[config.mk]
export PLATFORM = sky130hd
export DESIGN_NAME = if_fetch_flat
export DESIGN_NICKNAME = d
export VERILOG_FILES = /design/src/rtl/if_fetch_if.sv /design/src/rtl/if_fetch.sv /design/src/flat_wrapper.sv
export SDC_FILE = /design/constraint.sdc
export NUM_CORES = 1
export LEC_CHECK = 0
export ABC_AREA = 0
export BUFFER_PORTS_ARGS = -buffer_cell sky130_fd_sc_hd__buf_4
export CORE_ASPECT_RATIO = 1.1
export CORE_MARGIN = 8
export CORE_UTILIZATION = 57
export CTS_CLUSTER_SIZE = 10
export DETAILED_ROUTE_END_ITERATION = 10
export HOLD_SLACK_MARGIN = 0.05
export PLACE_DENSITY = 0.87
export SLEW_MARGIN = 10
export SYNTH_ARGS = -nofsm -noshare
export SYNTH_HDL_FRONTEND = slang
export SYNTH_SLANG_ARGS = --single-unit
export TNS_END_PERCENT = 5
[constraint.sdc]
create_clock -name clk -period 5.45 [get_ports clk]
set_clock_uncertainty 0.1 [all_clocks]
set_input_delay 0 -clock clk [delete_from_list [all_inputs] [get_ports clk]]
set_output_delay 0 -clock clk [all_outputs]
set_load 0.1 [all_outputs]
[src/rtl/if_fetch_if.sv]
// Byte-wide read port between the fetch stage and the shared memory arbiter.
// One outstanding read at a time: req/addr -> gnt, then rvalid/rdata.
interface if_fetch_if;
   logic        mem_req;
   logic [31:0] mem_addr;
   logic        mem_gnt;
   logic        mem_rvalid;
   logic [7:0]  mem_rdata;

   modport master (
      output mem_req,
      output mem_addr,
      input  mem_gnt,
      input  mem_rvalid,
      input  mem_rdata
   );

   modport slave (
      input  mem_req,
      input  mem_addr,
      output mem_gnt,
      output mem_rvalid,
      output mem_rdata
   );
endinterface

[src/rtl/if_fetch.sv]
// RV32I instruction fetch: owns the PC, assembles each instruction from four byte reads
// on the arbiter port, and presents if_pc/if_inst to IF/ID while holding stallreq_if low.
//
// state   | meaning
// S_REQ   | request byte pc+byte_cnt from the arbiter
// S_WAIT  | read granted, waiting for the returned byte
// S_HOLD  | full word assembled and presented to IF/ID
// S_DRAIN | discard a read that was in flight when a redirect arrived
module if_fetch #(
   parameter logic [31:0] RESET_PC = 32'h0,
   parameter int          STALL_W  = 6
) (
   input  logic               clk,
   input  logic               rst,
   input  logic               rdy,
   input  logic [STALL_W-1:0] stall_sign,
   input  logic               br_flag,
   input  logic [31:0]        br_target,
   if_fetch_if.master         bus,
   output logic               stallreq_if,
   output logic [31:0]        if_pc,
   output logic [31:0]        if_inst
);

   typedef enum logic [1:0] {
      S_REQ,
      S_WAIT,
      S_HOLD,
      S_DRAIN
   } state_t;

   state_t      state;
   state_t      state_nxt;
   logic [31:0] pc;
   logic [31:0] pc_nxt;
   logic [31:0] word_buf;
   logic [31:0] buf_nxt;
   logic [1:0]  byte_cnt;
   logic [1:0]  cnt_nxt;
   logic        unused_stall;

   // Only bit0 (PC/IF hold) matters here; the rest of the vector is for other stages.
   assign unused_stall = ^stall_sign;

   // mem_req is also gated by rst so no request is seen while reset is asserted.
   assign bus.mem_req  = rst & (state == S_REQ);
   assign bus.mem_addr = pc + {30'd0, byte_cnt};
   assign stallreq_if  = (state != S_HOLD);
   assign if_pc        = (state == S_HOLD) ? pc       : 32'h0;
   assign if_inst      = (state == S_HOLD) ? word_buf : 32'h0;

   always_ff @(posedge clk or negedge rst) begin
      if (!rst) begin
         state    <= S_REQ;
         pc       <= RESET_PC;
         byte_cnt <= 2'd0;
         word_buf <= 32'h0;
      end else if (rdy) begin
         state    <= state_nxt;
         pc       <= pc_nxt;
         byte_cnt <= cnt_nxt;
         word_buf <= buf_nxt;
      end
   end

   always_comb begin
      state_nxt = state;
      pc_nxt    = pc;
      cnt_nxt   = byte_cnt;
      buf_nxt   = word_buf;

      unique case (state)
         S_REQ: begin
            if (bus.mem_gnt) begin
               state_nxt = S_WAIT;
            end
         end
         S_WAIT: begin
            if (bus.mem_rvalid) begin
               buf_nxt[{byte_cnt, 3'b000} +: 8] = bus.mem_rdata;
               if (byte_cnt == 2'd3) begin
                  state_nxt = S_HOLD;
               end else begin
                  cnt_nxt   = byte_cnt + 2'd1;
                  state_nxt = S_REQ;
               end
            end
         end
         S_HOLD: begin
            if (!stall_sign[0]) begin
               pc_nxt    = pc + 32'd4;
               cnt_nxt   = 2'd0;
               state_nxt = S_REQ;
            end
         end
         S_DRAIN: begin
            if (bus.mem_rvalid) begin
               state_nxt = S_REQ;
            end
         end
      endcase

      // Redirect overrides any fetch progress; a read still owed to us must be drained.
      // In S_DRAIN a byte arriving with the redirect is the one being drained, so we
      // can go straight back to requesting instead of waiting for a byte that never comes.
      if (br_flag) begin
         pc_nxt  = br_target;
         cnt_nxt = 2'd0;
         buf_nxt = 32'h0;
         unique case (state)
            S_REQ:   state_nxt = bus.mem_gnt    ? S_DRAIN : S_REQ;
            S_WAIT:  state_nxt = bus.mem_rvalid ? S_REQ   : S_DRAIN;
            S_HOLD:  state_nxt = S_REQ;
            S_DRAIN: state_nxt = bus.mem_rvalid ? S_REQ   : S_DRAIN;
         endcase
      end
   end

endmodule

[src/flat_wrapper.sv]
// flat-port wrapper written by rule: the top's interface ports become plain ports
module if_fetch_flat 
#(
   parameter logic [31:0] RESET_PC = 32'h0,
   parameter int          STALL_W  = 6
)
  (clk, rst, rdy, stall_sign, br_flag, br_target, stallreq_if, if_pc, if_inst, bus_mem_req, bus_mem_addr, bus_mem_gnt, bus_mem_rvalid, bus_mem_rdata);
  if_fetch_if bus_i ();
  input  logic clk;
  input  logic rst;
  input  logic rdy;
  input  logic [STALL_W-1:0] stall_sign;
  input  logic br_flag;
  input  logic [31:0] br_target;
  output logic stallreq_if;
  output logic [31:0] if_pc;
  output logic [31:0] if_inst;
  output wire logic [$bits(bus_i.mem_req)-1:0] bus_mem_req;
  output wire logic [$bits(bus_i.mem_addr)-1:0] bus_mem_addr;
  input wire logic [$bits(bus_i.mem_gnt)-1:0] bus_mem_gnt;
  input wire logic [$bits(bus_i.mem_rvalid)-1:0] bus_mem_rvalid;
  input wire logic [$bits(bus_i.mem_rdata)-1:0] bus_mem_rdata;
  assign bus_mem_req = bus_i.mem_req;
  assign bus_mem_addr = bus_i.mem_addr;
  assign bus_i.mem_gnt = bus_mem_gnt;
  assign bus_i.mem_rvalid = bus_mem_rvalid;
  assign bus_i.mem_rdata = bus_mem_rdata;
  if_fetch #(.RESET_PC(RESET_PC), .STALL_W(STALL_W)) u_core (.clk(clk), .rst(rst), .rdy(rdy), .stall_sign(stall_sign), .br_flag(br_flag), .br_target(br_target), .bus(bus_i), .stallreq_if(stallreq_if), .if_pc(if_pc), .if_inst(if_inst));
endmodule
==> metrics list, run 1 <==
- The number of cells on the worst reg-to-reg path is 6.
- After layout, the design draws a total of 0.00318 W.
* Peak supply drop: 0.414 mV
- Hold path cells: 2
- In this run, the number of DRC markers left after iteration 0 of detailed routing was 445.
* Number of gates resized after CTS: 0
* Floorplan Core Area: 0.00869 mm²
- Final worst path period share: 58.3%
* Floorplan die area: 0.0120 mm²
- Count of flip-flops with a built-in enable after synthesis: 0
- The congestion estimate from routability-driven global placement came to 0.934.
- Post-synthesis average cell area: 8.03 µm²
* Warnings from Yosys: 0
- Counting the buffers created by CTS gives 9.
- Setup repair after global routing left no endpoint under its margin.
- Vias per Instance: 6.09
- Number of DRC violations after detailed routing: 0
- The number of global-route vias before repair was 5477.
* Worst skew pair latency: 0.36 ns
- Synthesis instantiated 69 different standard cells from the library.
- In the layout the commonest cells are buf_4, nand2_1, dfrtp_1, and2_1, o21ai_0.
* Largest net degree at the start of global routing: 69
* Result of the run: finished clean
- The max-slew violation count came to 0.
- Number of storage elements in the synthesis netlist: 68
- The initialized floorplan defines 36 standard-cell rows.
- Leakage Power: 2.96 nW
- Critical path start-end classification: flop to output port
* Global-route usage over all layers: 27.6%
- Register area: 0.00170 mm²
- Measured against its own limit, the worst slew margin works out to 18.9%.
- The count of buffers added on input and output ports is 144.
- The worst register-to-register path ends at u_core.word_buf[21]$_DFFE_PN0P_.
- Number of cells produced by synthesis: 623
- Fillcell total: 588
* PD cells: 475 mW/mm²
- Slew at the pin closest to its max-slew limit: 1.22 ns
- Summing every instance area after synthesis gives 0.00500 mm².
- Static timing analysis puts the maximum clock frequency at 0.315 GHz.
- Final net count: 831
* Worst EP arrival: 3.08 ns
* Die X-Extent: 105 µm
- For the worst setup path, the data required time is 5.35 ns.
- For this run the aggregate overflow at the end of global routing stands at 0.
* Synth area leaders: dfrtp_1, and2_1, nand2_1
* Clock root cell: clkbuf_8
* Share of the yosys chip area belonging to registers: 34.0%
- The wire-length estimate of the detail-placed layout is 11200 µm.
- CTS H-Tree Depth: 3
* Final Hold Violating Endpoints: 0
* Maximum clock path buffer count: 2
- Proportion of netlist area held by the largest area contributor: 34.0%
- Clock tree from TritonCTS: built
- Critical R2R Launch: u_core.byte_cnt[0]$_DFFE_PN0P_
* Max-cap violations: 0
* Setup violations, final: 0
- Worst Min Path Start: br_flag
- The number of hold buffers added after CTS was 44.
* Detailed-route wire length: 16600 µm
- The initial antenna violation count is 1.
- Fraction of final layout cells sized beyond drive strength 1: 24.9%
* Area growth syn-to-layout: 33.5%
- Most common cell after layout, fill and taps aside: buf_4
* Critical path peak fanout: 11
- Synthesis produced a netlist with a net count of 685.
* Critical path capture point type: output port
- Post-CTS timing repair inserted 0 buffers for setup.
- Min Clock Period, post-route: 3.18 ns
- For this design, the sink count on the clock tree is 68.
- In the final layout, the multi-input gates occupy 0.00299 mm².
- After synthesis, the share of flip-flops with an asynchronous set or reset is 100%.
- Clock-pin slew of the registers on the worst-case setup and hold paths: 0.08 ns
* Post-synth top area cell: dfrtp_1
- The path with the worst hold slack has its endpoint at u_core.pc[10]$_DFFE_PN0P_.
* Prevailing post-synth register cell: dfrtp_1
- Hold/Removal Path Class: primary input to flop
- Setup slack of the most critical reg-to-reg path: 2.74 ns
- Post-route setup TNS: 0 ns
- The first global-routing pass estimated 27000 µm of wire.
- For this design the top-level I/O count stands at 150.
* Routed wire per std cell: 18.7 µm
* Length of the first detailed-routing pass in iterations: 6
- The worst setup path is launched from a flop.
- Core Util, Final: 76.9%
- From bottom edge to top edge, the die measures 114 µm.
- Via count: 5410
- Antenna Violating Nets Remaining: 0
- Starting Density: 57.6%
worst max-delay path, cell delays in order (launching register included):
cell and delay (ns):
dfrtp_1 0.51, ha_1 0.25, inv_1 0.06, fa_1 0.61, nor4_1 0.59, nand3_1 0.19
xnor2_1 0.19, buf_4 0.32
registers in the layout, summed over array words and instances (netlist names):
signal           count
u_core.pc           32
u_core.word_buf     32
u_core.byte_cnt      2
u_core.state         2
synthesized netlist by cell type, drive strengths merged (17+ instances only):
library cell and number:
nand2 95, buf 36, xnor2 19, clkbuf 22, o21ai 47, and2 62, a21oi 17, nor2 23
a22oi 20, nor3 25, dfrtp 68, nand3 31
cells by family (layout without fill, tap and decap cells):
group	count (synthesis)	count (layout)	share of synthesized area [%]
XOR/XNOR	30	30	5.25
multiplexers	7	7	1.43
AND/OR/NAND/NOR	301	301	32.6
adder cells (fa/ha/maj)	10	10	2.65
buffers and inverters	74	225	6.50
other	0	1	0
AO/OA/AOI/OAI	133	133	17.6
flip-flops	68	68	34.0
per-stage QoR:
stage | instances | cell area, µm² | worst slack, ns | hold slack [ns]
after floorplan | 623 | 5000 | 2.07 | -0.396
after global placement | 828 | 6010 | 2.70 | 0.109
after detailed placement | 828 | 6010 | 2.67 | 0.104
after CTS | 888 | 6680 | 2.28 | 0.0583
after global routing | 889 | 6680 | 1.97 | 0.0969
final | 889 | 6680 | 2.27 | 0.0801
metal layers:
metal	track usage, %	share of wire (%)	up-vias
li1	-	-	2482
met1	30.8	37	2520
met2	46.7	50	350
met3	7.04	9.7	58
met4	15.7	3.3	0
met5	0	0	-
layout make-up:
class,count,area share (%)
multi-input cells,481,44.8
well taps,114,2.13
clock inverters,6,1.31
repair buffers,193,23.3
diodes,1,0.0374
inverters,16,0.899
flip-flops and latches,68,25.5
clock buffers,10,2.06
where the power goes:
group          internal (W)  total, W  switching, W
Combinational      0.000447   0.00195       0.00150
Clock              0.000270  0.000477      0.000207
Sequential         0.000586  0.000754      0.000168
Total               0.00130   0.00318       0.00187
how the worst max path moves through the flow:
stage | start | endpoint | slack, ns | depth (start not counted)
global route | u_core.byte_cnt[0]$_DFFE_PN0P_ | bus_mem_addr[14] | 1.97 | 7
CTS | u_core.byte_cnt[0]$_DFFE_PN0P_ | bus_mem_addr[14] | 2.28 | 7
global placement | u_core.byte_cnt[0]$_DFFE_PN0P_ | bus_mem_addr[14] | 2.70 | 7
detailed placement | u_core.byte_cnt[0]$_DFFE_PN0P_ | bus_mem_addr[14] | 2.67 | 7
floorplan | u_core.byte_cnt[0]$_DFFE_PN0P_ | bus_mem_addr[28] | 2.07 | 7
finish | u_core.byte_cnt[0]$_DFFE_PN0P_ | bus_mem_addr[14] | 2.27 | 7
Power figures use the tool's default switching activity.
==> inputs of run 2 (changes only) <==
Settings changed: CORE_UTILIZATION 57 to 48, PLACE_DENSITY 0.87 to 0.78.
Clock period 5.45 ns to 2.7 ns, I/O delays scaled along.
==> metrics list, run 2 (synthesis results as in run 1) <==
- The clock share of power was 15.9% (+0.9 points).
* Routed wire per std cell: 18.5 µm (-1.1%)
- Worst EP arrival: 2.61 ns (-0.47 ns)
- Internal Power: 0.00276 W (+110%)
* PnR worst setup slack: -0.00988 ns (-2.28 ns)
* Logic gate share of total power: 61.3% (about the same)
* Number of DRC violations after detailed routing: 0 (unchanged)
- The TritonCTS buffer count is 9 (unchanged).
- Counting stages on the worst path, the most repeated cell is buf_4.
* Area growth syn-to-layout: 38.8%
- The port buffer count is 144 (unchanged).
- The initial antenna violation count was 0 (-1).
- The power per cell area is 944 mW/mm² (+99%).
- Unrepaired setup endpoints after global routing: yes
- Number of max-slew violations in the final report: 0 (unchanged)
- Net switching power of the design: 0.00380 W (+100%)
* Leftover overflow at the end of global routing: 0 (unchanged)
* Number of clock sinks seen by CTS: 68 (unchanged)
* Clock tree from TritonCTS: built
- In the final layout, the registers with the most flip-flops are u_core.pc: 32 flops, u_core.word_buf: 32 flops.
* Violations in the final reports: negative setup slack
* Setup violations, final: 1 (+1)
- The vias after detailed routing came to 5363 (-0.87%).
- Critical path start-end classification: flop to output port
- The total power consumption of the routed design came to 0.00656 W (+110%).
- Peak supply drop: 0.988 mV (+140%)
- Floorplan die area: 0.0140 mm² (+16%)
- Static timing analysis puts the maximum clock frequency at 0.369 GHz.
* Most common cell after layout, fill and taps aside: buf_4
- The flow ran to the end, but the final reports show violations.
- The die width is 113 µm (+7.6%).
* Longest individual stage delay on the worst path: 0.62 ns (about the same)
* Maximum clock path buffer count: 2 (unchanged)
- STA classifies the critical path endpoint as an output port.
- Total setup buffers inserted after CTS: 0 (unchanged)
- The initial core utilization is 48.6% (-9.0 points).
* HPWL Detailed: 11900 µm (+6.9%)
- Largest net degree at the start of global routing: 53 (-23%)
* Critical path peak fanout: 10 (-1)
* Total placed instance area: 0.00623 mm² (+3.6%)
* Slew Limit Headroom: 33.8% (+15 points)
- Final worst path period share: 100%
- The signal on the critical path passes through nand4_1, nor4_2, buf_4, nand3_1, xnor2_1, buf_4.
* Antenna Violating Nets Remaining: 0 (unchanged)
* Max stage delay cell, worst path: dfrtp_1
- Share of total power in sequential cells: 22.9% (-0.8 points)
- The clock-pin slew of the registers on the worst-case setup and hold paths is 0.06 ns (-0.02 ns).
* Clock root cell: clkbuf_16
- Nature of the critical path startpoint: flop
* Max-cap violations: 0 (unchanged)
- Die Y: 123 µm (+7.7%)
* First-pass GRT wire length: 27300 µm (+1.3%)
* Min Clock Period, post-route: 2.71 ns
* Global-route usage over all layers: 24.3% (-3.2 points)
* Final Hold Violating Endpoints: 0 (unchanged)
* Fraction of final layout cells sized beyond drive strength 1: 27.8% (+2.8 points)
* Vias per Instance: 5.75 (-5.4%)
- Post-route setup TNS: -0.00988 ns (-0.00988 ns)
- The latest clock arrival within the worst-skew pair was 0.33 ns (-0.03 ns).
- Length of the first detailed-routing pass in iterations: 5 (-1)
- CTS H-Tree Depth: 3 (unchanged)
* Commonest cells after routing, fill and taps aside: buf_4, nand2_1, dfrtp_1, and2_1, o21ai_0
* Detailed-route wire length: 17200 µm (+3.7%)
- The slew at the pin closest to its max-slew limit came to 0.989 ns (-0.228 ns).
- Final net count: 847 (+1.9%)
- Floorplan Core Area: 0.0103 mm² (+18%)
- Required @ worst endpoint: 2.60 ns (-2.75 ns)
* Hold/Removal Path Class: primary input to asynchronous set/reset pin
- Rows: 39 (+8.3%)
* Ports: 150 (unchanged)
* Fin area: 0.00695 mm² (+4.0%)
- Placer Congestion: 0.899 (-3.8%)
- Leakage Power: 3.09 nW (+4.3%)
- The initial detailed-routing violation count is 437 (-1.8%).
* Number of global-route vias before repair: 5494 (+0.31%)
- Fraction of power spent switching nets: 58.0% (-1.0 points)
- The diode insertion count for antenna repair is 0 (-1).
-- run 2: cell count changes in the layout (fill, tap and decap cells not counted), moves of 3 or more --
| cell | delta |
|---|---|
| clkbuf_8 | -10 |
| clkbuf_16 | +9 |
| clkbuf_1 | +3 |
| xnor2_1 | -6 |
| xnor2_2 | +6 |
| buf_4 | +14 |
-- run 2: per-stage QoR --
stage | hold WS [ns] | util, % | instances | worst slack, ns
after floorplan | -0.396 | - | 623 | -0.389
after global placement | -0.103 | 60.5 | 873 | 0.304
after detailed placement | -0.0992 | 60.5 | 873 | 0.254
after CTS | 0.102 | 67.2 | 932 | 0.000830
after global routing | 0.114 | 67.5 | 932 | -0.0172
final | 0.0841 | 67.5 | 932 | -0.00988
-- run 2: critical path, delay by kind of cell, from the launching register on --
family | cells | cell delay (ns)
XOR/XNOR | 1 | 0.23
buffers and inverters | 2 | 0.52
AND/OR/NAND/NOR | 3 | 0.90
flip-flops | 1 | 0.62
-- run 2: worst paths after layout --
kind                                            startpoint                              end  slack [ns]  cells past startpoint
setup reg to reg               u_core.state[0]$_DFFE_PN0P_      u_core.state[0]$_DFFE_PN0P_        0.30                      5
hold reg to reg            u_core.word_buf[23]$_DFFE_PN0P_  u_core.word_buf[23]$_DFFE_PN0P_        0.37                      2
min in group clk                                   br_flag         u_core.pc[6]$_DFFE_PN0P_        0.12                      2
setup / recovery                 u_core.pc[16]$_DFFE_PN0P_                 bus_mem_addr[31]       -0.01                      6
max in group asynchronous                              rst         u_core.pc[2]$_DFFE_PN0P_        1.57                      3
hold / removal                                         rst  u_core.word_buf[12]$_DFFE_PN0P_        0.08                      2
-- run 2: routing by layer --
layer	wire [µm]	global-route usage [%]	up-vias
li1	-	-	2511
met5	0	0	-
met4	307	9.58	0
met1	6740	27.0	2560
met3	1500	6.84	30
met2	8680	43.5	262
-- run 2: final cells by class --
type	instances	area (µm²)
Clock buffer	12	236
Clock inverter	3	15.0
Fill cell	819	3350
Inverter	16	60.1
Multi-Input combinational cell	481	3070
Sequential cell	68	1700
Tap cell	143	179
Timing Repair Buffer	209	1690
-- run 2: timing repair --
| item | 4_1_cts | 5_1_grt |
|---|---|---|
| hold buffers | 44 | 0 |
| setup endpoints to repair | 6 | 11 |
| resized for setup | 1 | 7 |
| hold endpoints to repair | 104 | 0 |
-- run 2: power by group through the flow --
| stage | clock network [W] | registers, W | logic (W) |
|---|---|---|---|
| 6_report | 0.00104 | 0.00150 | 0.00402 |
| 5_1_grt | 0.00109 | 0.00153 | 0.00419 |
| 4_1_cts | 0.00104 | 0.00149 | 0.00400 |
| 3_5_place_dp | 0 | 0.00150 | 0.00393 |
| 3_3_place_gp | 0 | 0.00149 | 0.00389 |
| 2_1_floorplan | 0 | 0.00128 | 0.00331 |
